<file path="src/rtl/pellet_tracker_if.sv">
// Game-side bundle for the pellet tracker: Pac-Man position in, renderer tile
// query in, pellet/score status out.
interface pellet_tracker_if;
    logic [9:0]  pm_xpos;
    logic [9:0]  pm_ypos;
    logic [4:0]  rd_col;
    logic [4:0]  rd_row;
    logic        rd_pellet;
    logic        rd_power;
    logic        eat_pulse;
    logic        power_pulse;
    logic [15:0] score;
    logic [9:0]  pellets_left;
    logic        level_clear;

    modport master (
        output pm_xpos, pm_ypos, rd_col, rd_row,
        input  rd_pellet, rd_power, eat_pulse, power_pulse, score, pellets_left, level_clear
    );

    modport slave (
        input  pm_xpos, pm_ypos, rd_col, rd_row,
        output rd_pellet, rd_power, eat_pulse, power_pulse, score, pellets_left, level_clear
    );
endinterface

</file>
<file path="src/rtl/pellet_tracker.sv">
// Maps Pac-Man's pixel position onto a maze tile, eats pellets on tile entry,
// keeps score / remaining count and serves a registered tile read port.
module pellet_tracker #(
    parameter int                   COLS        = 28,
    parameter int                   ROWS        = 31,
    parameter int                   TILE_SHIFT  = 3,
    parameter logic [9:0]           X_ORIGIN    = 10'd208,
    parameter logic [9:0]           Y_ORIGIN    = 10'd10,
    parameter logic [ROWS*COLS-1:0] PELLET_INIT = '1,
    parameter logic [ROWS*COLS-1:0] POWER_MASK  = '0,
    parameter logic [15:0]          PTS_PELLET  = 16'd10,
    parameter logic [15:0]          PTS_POWER   = 16'd50
) (
    input  logic            clk,
    input  logic            rst,
    pellet_tracker_if.slave bus
);
    localparam int NT    = ROWS * COLS;
    localparam int IDX_W = $clog2(NT);

    function automatic logic [9:0] popcount(input logic [NT-1:0] v);
        logic [9:0] n;
        n = '0;
        for (int i = 0; i < NT; i++) n = n + 10'(v[i]);
        return n;
    endfunction

    localparam logic [9:0] INIT_LEFT = popcount(PELLET_INIT);

    typedef enum logic [1:0] {IDLE, LOOKUP, UPDATE} state_t;

    state_t           state, state_nx;
    logic [NT-1:0]    bitmap;
    logic             tile_vld_q;
    logic [IDX_W-1:0] tile_q;
    logic             last_vld;
    logic [IDX_W-1:0] last_tile;
    logic [IDX_W-1:0] cur_tile;
    logic             hit, pw;
    logic [15:0]      score_q;
    logic [9:0]       left_q;
    logic             eat_q, power_q, clear_q;
    logic             rd_pellet_q, rd_power_q;

    // Pixel -> tile decode; subtraction wraps when left/above the origin,
    // which the explicit origin compares reject.
    logic [9:0]       dx, dy, col_px, row_px;
    logic             tile_ok;
    logic [IDX_W-1:0] tile_idx;

    assign dx       = bus.pm_xpos - X_ORIGIN;
    assign dy       = bus.pm_ypos - Y_ORIGIN;
    assign col_px   = dx >> TILE_SHIFT;
    assign row_px   = dy >> TILE_SHIFT;
    assign tile_ok  = (bus.pm_xpos >= X_ORIGIN) && (bus.pm_ypos >= Y_ORIGIN) &&
                      (int'(col_px) < COLS) && (int'(row_px) < ROWS);
    assign tile_idx = IDX_W'(int'(row_px) * COLS + int'(col_px));

    logic             rd_ok;
    logic [IDX_W-1:0] rd_idx;

    assign rd_ok  = (int'(bus.rd_col) < COLS) && (int'(bus.rd_row) < ROWS);
    assign rd_idx = IDX_W'(int'(bus.rd_row) * COLS + int'(bus.rd_col));

    logic new_tile;
    assign new_tile = !clear_q && tile_vld_q && (!last_vld || tile_q != last_tile);

    logic [16:0] sum;
    assign sum = {1'b0, score_q} + {1'b0, (pw ? PTS_POWER : PTS_PELLET)};

    always_ff @(posedge clk or posedge rst) begin
        if (rst) state <= IDLE;
        else     state <= state_nx;
    end

    always_comb begin
        state_nx = state;
        case (state)
            IDLE:    if (new_tile) state_nx = LOOKUP;
            LOOKUP:  state_nx = UPDATE;
            UPDATE:  state_nx = IDLE;
            default: state_nx = IDLE;
        endcase
    end

    always_ff @(posedge clk or posedge rst) begin
        if (rst) begin
            bitmap      <= PELLET_INIT;
            tile_vld_q  <= 1'b0;
            tile_q      <= '0;
            last_vld    <= 1'b0;
            last_tile   <= '0;
            cur_tile    <= '0;
            hit         <= 1'b0;
            pw          <= 1'b0;
            score_q     <= '0;
            left_q      <= INIT_LEFT;
            eat_q       <= 1'b0;
            power_q     <= 1'b0;
            clear_q     <= (INIT_LEFT == 10'd0);
            rd_pellet_q <= 1'b0;
            rd_power_q  <= 1'b0;
        end else begin
            tile_vld_q  <= tile_ok;
            tile_q      <= tile_idx;
            eat_q       <= 1'b0;
            power_q     <= 1'b0;
            clear_q     <= (left_q == 10'd0);
            // Read sees the bitmap before this edge's clear (read-before-write).
            rd_pellet_q <= rd_ok && bitmap[rd_idx];
            rd_power_q  <= rd_ok && bitmap[rd_idx] && POWER_MASK[rd_idx];
            case (state)
                IDLE: begin
                    if (new_tile) begin
                        cur_tile  <= tile_q;
                        last_tile <= tile_q;
                        last_vld  <= 1'b1;
                    end
                end
                LOOKUP: begin
                    hit <= bitmap[cur_tile];
                    pw  <= POWER_MASK[cur_tile];
                end
                UPDATE: begin
                    if (hit) begin
                        bitmap[cur_tile] <= 1'b0;
                        left_q           <= left_q - 10'd1;
                        score_q          <= sum[16] ? 16'hFFFF : sum[15:0];
                        eat_q            <= 1'b1;
                        power_q          <= pw;
                    end
                end
                default: ;
            endcase
        end
    end

    assign bus.rd_pellet    = rd_pellet_q;
    assign bus.rd_power     = rd_power_q;
    assign bus.eat_pulse    = eat_q;
    assign bus.power_pulse  = power_q;
    assign bus.score        = score_q;
    assign bus.pellets_left = left_q;
    assign bus.level_clear  = clear_q;
endmodule
</file>
<file path="src/flat_wrapper.sv">
// flat-port wrapper written by rule: the top's interface ports become plain ports
module pellet_tracker_flat 
#(
    parameter int                   COLS        = 28,
    parameter int                   ROWS        = 31,
    parameter int                   TILE_SHIFT  = 3,
    parameter logic [9:0]           X_ORIGIN    = 10'd208,
    parameter logic [9:0]           Y_ORIGIN    = 10'd10,
    parameter logic [ROWS*COLS-1:0] PELLET_INIT = '1,
    parameter logic [ROWS*COLS-1:0] POWER_MASK  = '0,
    parameter logic [15:0]          PTS_PELLET  = 16'd10,
    parameter logic [15:0]          PTS_POWER   = 16'd50
)
  (clk, rst, bus_pm_xpos, bus_pm_ypos, bus_rd_col, bus_rd_row, bus_rd_pellet, bus_rd_power, bus_eat_pulse, bus_power_pulse, bus_score, bus_pellets_left, bus_level_clear);
  pellet_tracker_if bus_i ();
  input  logic clk;
  input  logic rst;
  input wire logic [$bits(bus_i.pm_xpos)-1:0] bus_pm_xpos;
  input wire logic [$bits(bus_i.pm_ypos)-1:0] bus_pm_ypos;
  input wire logic [$bits(bus_i.rd_col)-1:0] bus_rd_col;
  input wire logic [$bits(bus_i.rd_row)-1:0] bus_rd_row;
  output wire logic [$bits(bus_i.rd_pellet)-1:0] bus_rd_pellet;
  output wire logic [$bits(bus_i.rd_power)-1:0] bus_rd_power;
  output wire logic [$bits(bus_i.eat_pulse)-1:0] bus_eat_pulse;
  output wire logic [$bits(bus_i.power_pulse)-1:0] bus_power_pulse;
  output wire logic [$bits(bus_i.score)-1:0] bus_score;
  output wire logic [$bits(bus_i.pellets_left)-1:0] bus_pellets_left;
  output wire logic [$bits(bus_i.level_clear)-1:0] bus_level_clear;
  assign bus_i.pm_xpos = bus_pm_xpos;
  assign bus_i.pm_ypos = bus_pm_ypos;
  assign bus_i.rd_col = bus_rd_col;
  assign bus_i.rd_row = bus_rd_row;
  assign bus_rd_pellet = bus_i.rd_pellet;
  assign bus_rd_power = bus_i.rd_power;
  assign bus_eat_pulse = bus_i.eat_pulse;
  assign bus_power_pulse = bus_i.power_pulse;
  assign bus_score = bus_i.score;
  assign bus_pellets_left = bus_i.pellets_left;
  assign bus_level_clear = bus_i.level_clear;
  pellet_tracker #(.COLS(COLS), .ROWS(ROWS), .TILE_SHIFT(TILE_SHIFT), .X_ORIGIN(X_ORIGIN), .Y_ORIGIN(Y_ORIGIN), .PELLET_INIT(PELLET_INIT), .POWER_MASK(POWER_MASK), .PTS_PELLET(PTS_PELLET), .PTS_POWER(PTS_POWER)) u_core (.clk(clk), .rst(rst), .bus(bus_i));
endmodule
</file>
<file path="config.mk">
export PLATFORM = sky130hd
export DESIGN_NAME = pellet_tracker_flat
export DESIGN_NICKNAME = d
export VERILOG_FILES = /design/src/rtl/pellet_tracker_if.sv /design/src/rtl/pellet_tracker.sv /design/src/flat_wrapper.sv
export SDC_FILE = /design/constraint.sdc
export NUM_CORES = 2
export LEC_CHECK = 0
export BUFFER_PORTS_ARGS = -buffer_cell sky130_fd_sc_hd__buf_4
export CORE_MARGIN = 2
export CORE_UTILIZATION = 32
export CTS_BUF_LIST = sky130_fd_sc_hd__clkbuf_4 sky130_fd_sc_hd__clkbuf_8
export DETAILED_ROUTE_END_ITERATION = 10
export PLACE_DENSITY = 0.47
export RECOVER_POWER = 50
export SYNTH_ARGS = -nofsm -noshare
export SYNTH_HDL_FRONTEND = slang
export SYNTH_SLANG_ARGS = --single-unit
</file>
<file path="constraint.sdc">
create_clock -name clk -period 33.1 [get_ports clk]
set_input_delay 1.655 -clock clk [delete_from_list [all_inputs] [get_ports clk]]
set_output_delay 1.655 -clock clk [all_outputs]
set_load 0.05 [all_outputs]
</file>
* Yosys cells after proc, flatten, opt, wreduce, memory -nomap -nowiden
Memories as Yosys holds them, arrays and structs flattened. A register that Yosys moved wholly into a read port is not among the register bits. Index checks and enable logic that the tools add are counted.
Storage, ports and cells: bits in registers 924, ROM bits 2048, input bits 32, output and inout bits 31, memories 2
Operators by class: $add $sub $neg 6, multipliers 2, magnitude comparators 9, equal/unequal tests 4, multiplexer cells 15, bitwise gates (word level) 2, reduce and logical (&&, ||, !) cells 16
Memory list:
- (no name shown) | depth 1024, width 1, read ports 1, clocked after memory_dff 0, write ports 0, line pellet_tracker.sv:111 | rd_power_q <= rd_ok && bitmap[rd_idx] && POWER_MASK[rd_idx];
- (no name shown) | depth 1024, width 1, read ports 1, clocked after memory_dff 1, write ports 0, line pellet_tracker.sv:122 | pw <= POWER_MASK[cur_tile];
Operators by type and width (number):
- AND 868 bit | 1
- NOT 868 bit | 1
- < comparator 10 x 11 -> 1 bit, second input constant | 2
- binary-select mux 1 bit (select 10 bit) | 2
- adder 16 x 16 -> 17 bit | 1
- two-way mux 16 bit | 1
- < comparator 7 x 5 -> 1 bit, second input constant | 2
- adder 10 x 6 -> 10 bit | 1
- adder 10 x 8 -> 10 bit | 1
- demux 1 bit (select 10 bit) | 1
- >= comparator 10 x 1 -> 1 bit, second input constant | 1
- >= comparator 10 x 4 -> 1 bit, second input constant | 1
- >= comparator 10 x 8 -> 1 bit, second input constant | 1
- logical NOT 10 bit | 1
- < comparator 5 bit, second input constant | 2
- inequality test 10 bit | 1
- subtractor 10 x 1 -> 10 bit, second input constant | 1
- subtractor 10 x 4 -> 10 bit, second input constant | 1
- subtractor 10 x 8 -> 10 bit, second input constant | 1
- logical AND 1 bit | 9
- multiplier 5 x 3 -> 8 bit, second input constant | 1
- multiplier 7 x 3 -> 8 bit, second input constant | 1
- two-way mux 1 bit | 8
- two-way mux 6 bit | 1
- 9 further kinds | 11

* Logic depth before layout (Yosys ltp)
word-level depth 6, mapped depth 16

* Least setup slack after synthesis
No wires, ideal clock.
path type input-to-reg, start input port bus_rd_row[0], end register u_core.rd_pellet_q (netlist: u_core.bus.rd_pellet), library setup time 120 ps, arrival time 4829 ps, setup slack 28150 ps, stages 12, path through inv_1 fa_1 inv_1 ha_1 fa_1 o21ai_0 nor4b_1 xor2_1 nand4b_1 a31oi_1 or4b_1 and4_1
On the way: cells in the longest elaborated chain, start to end 5
Ends and longest elaborated chain:
- from (decl) | line flat_wrapper.sv:21 | input wire logic [$bits(bus_i.rd_row)-1:0] bus_rd_row;
- multiplier 5 x 3 -> 8 bit | line pellet_tracker.sv:63 | assign rd_idx = IDX_W'(int'(bus.rd_row) * COLS + int'(bus.rd_col));
- adder 10 x 6 -> 10 bit | line pellet_tracker.sv:63
- binary-select mux 1 bit (select 10 bit) | line pellet_tracker.sv:110 | rd_pellet_q <= rd_ok && bitmap[rd_idx];
- two-way mux 1 bit (not written as such) | line pellet_tracker.sv:110
- logical AND 1 bit (*) | line pellet_tracker.sv:110
- to (signal assigned) | line pellet_tracker.sv:110
- to (decl) | line pellet_tracker.sv:43 | logic rd_pellet_q, rd_power_q;
Mark *: on every way between the ends. The rest lies on a longest branch, timed or not. The select of a mux whose other input is x is not followed. A chain may end at the register's enable or synchronous reset.

==> impl_metrics.yaml <==
status:
  status: "finished, violations left"
  violations: "capacitance limit, slew limit"
route:
  wl_per_cell_um: 32.91
  via_count: 35460
  wirelength_mm: 198.2
  final_antenna_net_count: 0
  firstDrtPassIters: 9
  drt_iter0_markers: 2895
  drc: 0
  viasPerCell: 5.889
yosys:
  ys_types: 73
  synth.top_cell.area_share_pct: 47.71
  ys_seq_area_share_pct: 50.26
  synth_async_sr_flop_share_pct: 100.0
  synth_top_area_cell: "dfstp_2"
  yosys-top-cells-area: "dfstp_2, mux4_2, mux2i_1"
  synthCells: 3821
  synth_edf_count: 0
  synth_common_cells: "dfstp_2, a21boi_0, mux2i_1"
  ys.flop_type: "dfstp_2"
  syn_area_um2: 48080
  synth_seq_cells: 922
  synth_most_common_cell: "dfstp_2"
  yosysWarnings: 0
  syn_avg_cell_area_um2: 12.58
global_routing:
  grt_pass1_wl_mm: 282.8
  grt-ovfl-total: 0
  grt_max_degree: 153
  antenna_found_initial: 11
  first_global_vias: 36270
  grt_use_total_pct: 25.87
setup_path:
  crit_required_ns: 32.10
  worst-setup-path-type: "primary input to async pin"
  arrival_ns: 13.15
  crit_fanout: 152
  end_kind: "async pin"
  start_kind: "primary input"
placement:
  placed_cell_area_um2: 51000
  io_buffers: 56
  gp_congestion: 0.8133
  dpl.cell_count: 5710
  hpwl_mm: 111.6
power_and_ir_drop:
  p_sw_share_pct: 34.92
  total_power_mw: 3.107
  leakagePower_nw: 18.63
  seqPwrFrac_pct: 37.8
  irDropWorstVdd_mv: 0.04322
  pwr-share-comb_pct: 23.9
  p_switching_mw: 1.085
  p_int_mw: 2.022
  p_per_area_nw_per_um2: 57.02
  power_frac_clock_pct: 38.3
floorplanning:
  pin_count: 63
  num_rows: 142
  dieArea_um2: 153400
  die_w_um: 391.6
  floorplan.initialDensity_pct: 32.17
  coreArea_um2: 149400
  fp.dieH_um: 391.6
sta:
  grt_setup_unrepaired: "false"
  fin_crit_ns: 14.15
  slew_violations: 775
  final-setup-viol-count: 0
  skew_ns: 0.03800
  fin_hold_ws_ns: 0.4603
  final_hold_viol_count: 0
  fin_crit_sh_pct: 42.74
  max_slew_margin_pct: -436.9
  tightestPinTransition_ns: 8.053
  fmax_mhz: 70.69
  setup_tns_ns: 0
clock_tree:
  cts_made_buffers: 171
  clock_sinks: 922
  cts.clk_slew.worst_paths_ns: 0.06
  ctsHoldBuffers: 0
  cts_tree: "built"
  ctsHtreeMaxLevel: 4
  clockBufferDepth: 3
  post_cts.repair.setup_buffers: 0
  insertion_delay_ns: 0.92
  cts_root_buffer: "clkbuf_8"
  cts_resized: 0
hold_path:
  min_path_type: "flop to flop"
layout:
  layout-drive-gt1-share_pct: 40.81
  postLayoutCellArea_um2: 54480
  nNetsFinal: 3941
  final_cells: 6022
  syn2layout_area_growth_pct: 13.32
job:
  drv_cap: 13
-- final cells by class --
| type | count | area (um2) |
|---|---|---|
| Fill cell | 14660 | 94940 |
| Sequential cell | 922 | 24170 |
| Multi-Input combinational cell | 2538 | 22630 |
| Clock buffer | 287 | 3506 |
| Tap cell | 2016 | 2522 |
| Timing Repair Buffer | 196 | 1330 |
| Clock inverter | 16 | 150.1 |
| Inverter | 38 | 143.9 |
| Antenna cell | 9 | 22.52 |
-- through the flow --
stage | utilization [%] | setup WS (ns)
finish | 36.46 | 18.95
global route | 36.45 | 16.49
CTS | 36.58 | 26.62
detailed placement | 34.13 | 26.21
global placement | 34.13 | 26.18
floorplan | - | 6.965
-- layer usage --
layer  routed length, um  track usage [%]  part of all wire [%]  up-vias
met1               85380            35.52                    43    19040
met4                7583            10.38                   3.8        2
met2               91060            40.14                    46     1456
met5                  12                0                0.0061        -
li1                    -                -                     -    14560
met3               14170            4.883                   7.2      399
-- final timing paths --
check                                       endpoint                start  cells past startpoint  slack (ns)
worst min register to register    u_core.bitmap[289]   u_core.bitmap[289]                      1        0.46
min in group asynchronous         u_core.bitmap[603]                  rst                      2        3.33
worst max-delay path            u_core.bus.rd_pellet                  rst                      4       18.95
max in group clk                          u_core.hit  u_core.last_tile[0]                     12       26.48
worst min-delay path              u_core.bitmap[289]   u_core.bitmap[289]                      1        0.46
worst max register to register            u_core.hit  u_core.last_tile[0]                     12       26.48
-- power by group through the flow --
stage | combinational, mW | clock, mW | sequential, mW
after floorplan | 0.406 | 0 | 1.17
after global placement | 0.739 | 0 | 1.19
after detailed placement | 0.734 | 0 | 1.19
after CTS | 0.736 | 1.21 | 1.17
after global routing | 0.760 | 1.27 | 1.18
final | 0.741 | 1.19 | 1.17
-- sequential cells by signal, summed over array words and instances, names as in the netlist --
register,count
u_core.bus.pellets_left,10
u_core.hit,1
u_core.tile_q,10
u_core.tile_vld_q,1
u_core.bus.level_clear,1
u_core.last_tile,10
u_core.bitmap,868
u_core.last_vld,1
u_core.bus.rd_pellet,1
u_core.bus.eat_pulse,1
u_core.state,2
u_core.bus.score,16
-- cells in the final DEF (no fill, tap or decap), drive strengths merged, types with 10 or more instances in the layout --
cell / instances
a211oi: 10
a21boi: 582
a21oi: 35
a22oi: 39
a31oi: 15
buf: 147
clkbuf: 336
dfrtp: 49
dfstp: 873
fa: 12
ha: 30
inv: 38
mux2: 24
mux2i: 458
mux4: 207
nand2: 119
nand2b: 15
nand3: 31
nor2: 120
nor2b: 17
nor3: 20
nor4: 42
o211ai: 46
o21a: 284
o21ai: 27
o221ai: 19
o22ai: 198
xnor2: 42
xor2: 19
-- kinds of logic after synthesis --
| logic type | Yosys count | synth area share, % |
|---|---|---|
| AOI/OAI and AO/OA | 1306 | 19.68 |
| xor gates and xnor gates | 61 | 1.111 |
| adders and majority gates | 42 | 1.280 |
| buffers and inverters | 362 | 3.303 |
| DFF | 922 | 50.26 |
| muxes | 689 | 19.79 |
| other | 1 | 0.007800 |
| and+or+nand+nor | 438 | 4.557 |
-- critical path, stage by stage --
cell and delay, ns:
clkbuf_4 0.11, clkinvlp_2 2.61, clkbuf_1 2.72, clkbuf_1 5.77
Power figures use the tool's default switching activity.
